===== config.mk =====
export PLATFORM = sky130hd
export DESIGN_NAME = rggen_register_access_initiator_flat
export DESIGN_NICKNAME = d
export VERILOG_FILES = /design/src/rtl/rggen_register_access_initiator_if.sv /design/src/rtl/rggen_register_access_initiator.sv /design/src/flat_wrapper.sv
export SDC_FILE = /design/constraint.sdc
export NUM_CORES = 1
export LEC_CHECK = 0
export ABC_AREA = 1
export CORE_AREA = 4 4 101 103
export CTS_CLUSTER_SIZE = 20
export DETAILED_ROUTE_END_ITERATION = 8
export DIE_AREA = 0 0 105 107
export GPL_ROUTABILITY_DRIVEN = 0
export GPL_TIMING_DRIVEN = 0
export PLACE_DENSITY = 0.86
export SETUP_SLACK_MARGIN = 0.1
export SYNTH_ARGS = -nofsm -noshare
export SYNTH_HDL_FRONTEND = slang
export SYNTH_SLANG_ARGS = --single-unit

===== constraint.sdc =====
create_clock -name i_clk -period 1.3 [get_ports i_clk]
set_input_delay 0.195 -clock i_clk [delete_from_list [all_inputs] [get_ports i_clk]]
set_output_delay 0.195 -clock i_clk [all_outputs]
set_load 0.02 [all_outputs]

===== src/rtl/rggen_register_access_initiator_if.sv =====
// rggen_register_access_initiator_if: host command/response and register-bus signals; master = initiator side, slave = host/register-block side
interface rggen_register_access_initiator_if #(
  parameter int ADDRESS_WIDTH = 8,
  parameter int DATA_WIDTH    = 32
);
  logic                      command_valid;
  logic                      command_ready;
  logic                      command_write;
  logic [ADDRESS_WIDTH-1:0]  command_address;
  logic [DATA_WIDTH-1:0]     command_write_data;
  logic [DATA_WIDTH/8-1:0]   command_strobe;
  logic                      response_valid;
  logic                      response_ready;
  logic [1:0]                response_status;
  logic [DATA_WIDTH-1:0]     response_read_data;
  logic                      register_valid;
  logic                      register_write;
  logic [ADDRESS_WIDTH-1:0]  register_address;
  logic [DATA_WIDTH-1:0]     register_write_data;
  logic [DATA_WIDTH/8-1:0]   register_strobe;
  logic                      register_ready;
  logic [1:0]                register_status;
  logic [DATA_WIDTH-1:0]     register_read_data;
  modport master (
    input  command_valid, command_write, command_address, command_write_data, command_strobe,
    output command_ready,
    output response_valid, response_status, response_read_data,
    input  response_ready,
    output register_valid, register_write, register_address, register_write_data, register_strobe,
    input  register_ready, register_status, register_read_data
  );
  modport slave (
    output command_valid, command_write, command_address, command_write_data, command_strobe,
    input  command_ready,
    input  response_valid, response_status, response_read_data,
    output response_ready,
    input  register_valid, register_write, register_address, register_write_data, register_strobe,
    output register_ready, register_status, register_read_data
  );
endinterface


===== src/rtl/rggen_register_access_initiator.sv =====
// rggen_register_access_initiator: one-at-a-time host command -> word-aligned register request with timeout; ports i_clk, i_rst (sync, active-high), bus (command/response/register signals)
module rggen_register_access_initiator #(
  parameter int ADDRESS_WIDTH  = 8,
  parameter int DATA_WIDTH     = 32,
  parameter int TIMEOUT_CYCLES = 16
) (
  input logic i_clk,
  input logic i_rst,
  rggen_register_access_initiator_if.master bus
);
  localparam int SW  = DATA_WIDTH / 8;
  localparam int LSB = $clog2(SW);
  localparam int CW  = (TIMEOUT_CYCLES == 0) ? 1 : $clog2(TIMEOUT_CYCLES + 1);
  localparam logic [ADDRESS_WIDTH-1:0] ADDR_MASK = ~ADDRESS_WIDTH'((1 << LSB) - 1);
  localparam logic [CW-1:0] CNT_MAX = CW'(TIMEOUT_CYCLES);
  typedef enum logic [1:0] {IDLE, REQUEST, RESPOND} state_t;
  state_t                    state, state_n;
  logic                      write_q;
  logic [ADDRESS_WIDTH-1:0]  addr_q;
  logic [DATA_WIDTH-1:0]     wdata_q;
  logic [SW-1:0]             strobe_q;
  logic [1:0]                status_q;
  logic [DATA_WIDTH-1:0]     rdata_q;
  logic [CW-1:0]             cnt_q;
  logic                      accept, done, expire;
  always_comb begin
    accept  = state == IDLE && bus.command_valid;
    done    = state == REQUEST && bus.register_ready;
    expire  = TIMEOUT_CYCLES != 0 && state == REQUEST && !bus.register_ready && cnt_q + CW'(1) == CNT_MAX;
    state_n = accept ? REQUEST
            : (done || expire) ? RESPOND
            : (state == RESPOND && bus.response_ready) ? IDLE
            : state;
  end
  always_ff @(posedge i_clk)
    if (i_rst) begin
      state    <= IDLE;
      write_q  <= 1'b0;
      addr_q   <= '0;
      wdata_q  <= '0;
      strobe_q <= '0;
      status_q <= 2'b00;
      rdata_q  <= '0;
      cnt_q    <= '0;
    end else begin
      state <= state_n;
      if (accept) begin
        write_q  <= bus.command_write;
        addr_q   <= bus.command_address & ADDR_MASK;
        wdata_q  <= bus.command_write ? bus.command_write_data : '0;
        strobe_q <= bus.command_write ? bus.command_strobe : '0;
        cnt_q    <= '0;
      end
      if (state == REQUEST && !bus.register_ready)
        cnt_q <= cnt_q + CW'(1);
      if (done) begin
        status_q <= (bus.register_status != 2'b00) ? 2'b10 : 2'b00;
        rdata_q  <= (!write_q && bus.register_status == 2'b00) ? bus.register_read_data : '0;
      end else if (expire) begin
        status_q <= 2'b11;
        rdata_q  <= '0;
      end
    end
  assign bus.command_ready       = state == IDLE;
  assign bus.register_valid      = state == REQUEST;
  assign bus.response_valid      = state == RESPOND;
  assign bus.register_write      = write_q;
  assign bus.register_address    = addr_q;
  assign bus.register_write_data = wdata_q;
  assign bus.register_strobe     = strobe_q;
  assign bus.response_status     = status_q;
  assign bus.response_read_data  = rdata_q;
endmodule


===== src/flat_wrapper.sv =====
// flat-port wrapper written by rule: the top's interface ports become plain ports
module rggen_register_access_initiator_flat 
#(
  parameter int ADDRESS_WIDTH  = 8,
  parameter int DATA_WIDTH     = 32,
  parameter int TIMEOUT_CYCLES = 16
)
  (i_clk, i_rst, bus_command_valid, bus_command_write, bus_command_address, bus_command_write_data, bus_command_strobe, bus_command_ready, bus_response_valid, bus_response_status, bus_response_read_data, bus_response_ready, bus_register_valid, bus_register_write, bus_register_address, bus_register_write_data, bus_register_strobe, bus_register_ready, bus_register_status, bus_register_read_data);
  rggen_register_access_initiator_if #(.ADDRESS_WIDTH(ADDRESS_WIDTH), .DATA_WIDTH(DATA_WIDTH)) bus_i ();
  input logic i_clk;
  input logic i_rst;
  input wire logic [$bits(bus_i.command_valid)-1:0] bus_command_valid;
  input wire logic [$bits(bus_i.command_write)-1:0] bus_command_write;
  input wire logic [$bits(bus_i.command_address)-1:0] bus_command_address;
  input wire logic [$bits(bus_i.command_write_data)-1:0] bus_command_write_data;
  input wire logic [$bits(bus_i.command_strobe)-1:0] bus_command_strobe;
  output wire logic [$bits(bus_i.command_ready)-1:0] bus_command_ready;
  output wire logic [$bits(bus_i.response_valid)-1:0] bus_response_valid;
  output wire logic [$bits(bus_i.response_status)-1:0] bus_response_status;
  output wire logic [$bits(bus_i.response_read_data)-1:0] bus_response_read_data;
  input wire logic [$bits(bus_i.response_ready)-1:0] bus_response_ready;
  output wire logic [$bits(bus_i.register_valid)-1:0] bus_register_valid;
  output wire logic [$bits(bus_i.register_write)-1:0] bus_register_write;
  output wire logic [$bits(bus_i.register_address)-1:0] bus_register_address;
  output wire logic [$bits(bus_i.register_write_data)-1:0] bus_register_write_data;
  output wire logic [$bits(bus_i.register_strobe)-1:0] bus_register_strobe;
  input wire logic [$bits(bus_i.register_ready)-1:0] bus_register_ready;
  input wire logic [$bits(bus_i.register_status)-1:0] bus_register_status;
  input wire logic [$bits(bus_i.register_read_data)-1:0] bus_register_read_data;
  assign bus_i.command_valid = bus_command_valid;
  assign bus_i.command_write = bus_command_write;
  assign bus_i.command_address = bus_command_address;
  assign bus_i.command_write_data = bus_command_write_data;
  assign bus_i.command_strobe = bus_command_strobe;
  assign bus_command_ready = bus_i.command_ready;
  assign bus_response_valid = bus_i.response_valid;
  assign bus_response_status = bus_i.response_status;
  assign bus_response_read_data = bus_i.response_read_data;
  assign bus_i.response_ready = bus_response_ready;
  assign bus_register_valid = bus_i.register_valid;
  assign bus_register_write = bus_i.register_write;
  assign bus_register_address = bus_i.register_address;
  assign bus_register_write_data = bus_i.register_write_data;
  assign bus_register_strobe = bus_i.register_strobe;
  assign bus_i.register_ready = bus_register_ready;
  assign bus_i.register_status = bus_register_status;
  assign bus_i.register_read_data = bus_register_read_data;
  rggen_register_access_initiator #(.ADDRESS_WIDTH(ADDRESS_WIDTH), .DATA_WIDTH(DATA_WIDTH), .TIMEOUT_CYCLES(TIMEOUT_CYCLES)) u_core (.i_clk(i_clk), .i_rst(i_rst), .bus(bus_i));
endmodule

==> impl_metrics.csv <==
group,metric,value,unit
power_and_ir_drop,power,5.62,mW
detailed_routing,drc,0,
floorplanning,die_area,11200,um2
sta,final_hold_viol_count,0,
critical_path,timing.rr.start,"u_core.cnt_q[0]",
layout,antenna_cells,0,
worst_hold_path,hold_start,"bus_command_write_data[22]",
critical_path,rr_worst_depth,8,
sta,period_share,111,%
grt,grt_pass1_wl,17000,um
floorplanning,coreArea,9200,um2
critical_path,cp-end-kind,"flop",
layout,design_area,5690,um2
grt,grt_usage,18.5,%
layout,fillCellCount,776,
clocking,clk_latency,350,ps
detailed_routing,num_vias,3395,
sta,slew_viol_final,0,
place,dp_slack,-715,ps
worst_hold_path,holdPathEnd,"u_core.bus.register_write_data[22]",
clocking,cts_max_level,3,
logic_synthesis,synth_seq_cells,84,
detailed_routing,first_pass_iters,5,
logic_synthesis,synth_enable_flop_cells,0,
layout,drive_above_1_share,42.1,%
place,dp_hpwl,7520,um
logic_synthesis,synthFlopType,"dfxtp_1",
clocking,root_buffer,"clkbuf_8",
critical_path,critPathKind,"flop to flop",
critical_path,critPathLaunchType,"flop",
power_and_ir_drop,p_leak,2.44,nW
clocking,clk_pin_slew,90,ps
clocking,clockBufferDepth,2,
critical_path,crit_fanout,10,
detailed_routing,ant_nets,0,
sta,hold_slack,383,ps
power_and_ir_drop,ir_worst_vdd,580,uV
sta,period_needed,1440,ps
grt,grt_pass1_vias,3584,
floorplanning,std_cell_rows,35,
sta,clock-skew-final,13.0,ps
worst_hold_path,hold_path.class,"input port to flop",
sta,layout_setup_ws,-143,ps
logic_synthesis,yosysUniqueCellTypes,28,
detailed_routing,drtIter0Drc,131,
clocking,cts_tree,"built",
floorplanning,die_y,107,um
critical_path,cp.arrival,1670,ps
grt,grt_overflow,0,
logic_synthesis,syn-cell-area,3260,um2
logic_synthesis,ys_async_sr_fraction,0,%
floorplanning,fp.dieW,105,um
power_and_ir_drop,power.density,988,nW/um2
logic_synthesis,synth.avg_cell_area,8.26,um2
clocking,hold_buffers,0,
grt,grt_max_degree,15,
logic_synthesis,yosysWarningCount,0,
layout,area_growth,74.2,%
layout,layout.cells.non_filler,714,
clocking,cts.sinks,84,
worst_hold_path,min_path_cells,3,
grt,antenna_found_initial,0,
place,placed_area,5100,um2
detailed_routing,drt-wirelength-per-cell,15.0,um
detailed_routing,drt_wl_total,10700,um
floorplanning,ioPinCount,166,
sta,grt_setup_unrepaired,"true",
logic_synthesis,syn_inst,395,
critical_path,crit_required,1520,ps
critical_path,reg2reg_to,"u_core.bus.response_read_data[9]",
place,portBuffers,161,
outcome,status,"finished, violations left",
sta,setup_violations,70,
job,maxCapViolations,0,
layout,nNetsFinal,684,
outcome,violations,"setup timing",
detailed_routing,avgViaCountPerCell,4.75,
floorplanning,start_util,35.5,%
sta,fmax,693,MHz
place,dp.cells,668,
critical_path,rrSetupSlack,-140,ps
logic_synthesis,yosysSeqAreaShare,51.5,%
clocking,numCtsBuffers,9,
final cells by class:
type,instances,area (um2),area share [%]
Tap cell,111,139,2.44
Timing Repair Buffer,190,1680,29.5
Sequential cell,84,1700,29.8
Buffer,22,214,3.76
Multi-Input combinational cell,242,1570,27.5
Clock inverter,4,30.0,0.528
Inverter,49,196,3.45
Clock buffer,12,166,2.93
through the flow:
step	TNS, ps	util (%)
3_3_place_gp	-29170	55.5
6_report	-5160	61.8
2_1_floorplan	-508	-
3_5_place_dp	-31780	55.5
5_1_grt	-10300	61.8
4_1_cts	-2850	62.0
how the worst max path moves through the flow:
stage / from / endpoint / slack [ps]
final: u_core.cnt_q[0] / u_core.bus.response_read_data[9] / -140
after global routing: u_core.cnt_q[1] / u_core.bus.response_read_data[9] / -200
after CTS: u_core.cnt_q[1] / u_core.bus.response_read_data[9] / -110
after detailed placement: i_rst / u_core.bus.response_read_data[25] / -710
after global placement: i_rst / u_core.bus.response_read_data[25] / -650
after floorplan: u_core.cnt_q[1] / u_core.bus.response_read_data[17] / -20
state kept, by name (all words and copies together) (netlist names):
name,flops
u_core.bus.response_status,2
u_core.bus.response_read_data,32
u_core.cnt_q,5
u_core.bus.register_address,6
u_core.bus.register_write,1
u_core.bus.register_strobe,4
u_core.state,2
u_core.bus.register_write_data,32
layout by cell type, fill, tap and decap left out, types with 2 or more instances in the layout:
cell type / count
o21ai_0: 3
o21ai_1: 11
clkinv_4: 2
dfxtp_4: 3
nor2_4: 8
o21ai_2: 31
buf_2: 55
clkdlybuf4s50_1: 80
conb_1: 2
clkbuf_16: 2
nand2_2: 8
clkbuf_2: 5
dfxtp_2: 2
clkbuf_8: 10
inv_4: 4
inv_1: 44
nand3_2: 26
buf_8: 8
clkinvlp_4: 2
nand2_4: 5
nand2_1: 77
buf_4: 18
dfxtp_1: 79
buf_6: 18
clkbuf_1: 2
a21oi_2: 16
nand3_4: 3
clkdlybuf4s15_2: 23
nand3_1: 10
nor2_1: 14
a21oi_1: 23
synth_stat cells, types with 2 or more instances:
cell type	count	share of area [%]
buf_2	6	0.92
inv_1	46	5.3
nand3_2	11	3.4
nand3_1	26	4.0
o21ai_0	33	5.1
nand2_1	85	9.8
buf_6	9	3.1
dfxtp_1	84	52
a21oi_1	29	4.4
inv_2	2	0.23
nand2_4	2	0.69
nor2_2	3	0.57
clkbuf_1	3	0.34
o21ai_1	12	1.8
buf_4	2	0.46
a21oi_2	10	2.7
nor2_1	17	2.0
ha_1	2	0.77
nand2_2	3	0.57
nor2_4	2	0.69
layer usage:
layer	wire length, um	global-route usage (%)	vias up
met3	815	6.62	24
met5	0	0	-
met4	240	6.94	0
li1	-	-	1667
met1	4190	20.0	1565
met2	5490	33.1	139
worst max-delay path, cell delays in order, from the launching register on:
cell	delay [ps]
dfxtp_4	370
buf_4	130
ha_2	180
nand3_2	100
nor2_4	120
nand2_4	120
buf_8	170
nand3_1	70
a21oi_1	70
cell families after synthesis:
kind of cell    synth area share [%]
buf+inv                         10.8
other cells                    0.115
simple gates                    22.3
compound gates                  14.5
flops                           51.5
fa+ha+maj                      0.766
where the power goes:
group	internal (mW)	leakage (nW)	total (mW)	switching, mW
Combinational	0.540	1.66	1.05	0.513
Sequential	2.66	0.685	2.72	0.0599
Clock	0.870	0.0943	1.84	0.973
Total	4.07	2.44	5.62	1.55
timing repair:
| item | CTS | global route |
|---|---|---|
| gates cloned | 6 | 1 |
| buffers inserted | 17 | 7 |
| resized for setup | 326 | 109 |
| setup endpoints to repair | 149 | 123 |
| pin swaps | 17 | 19 |
Power figures use the tool's default switching activity.
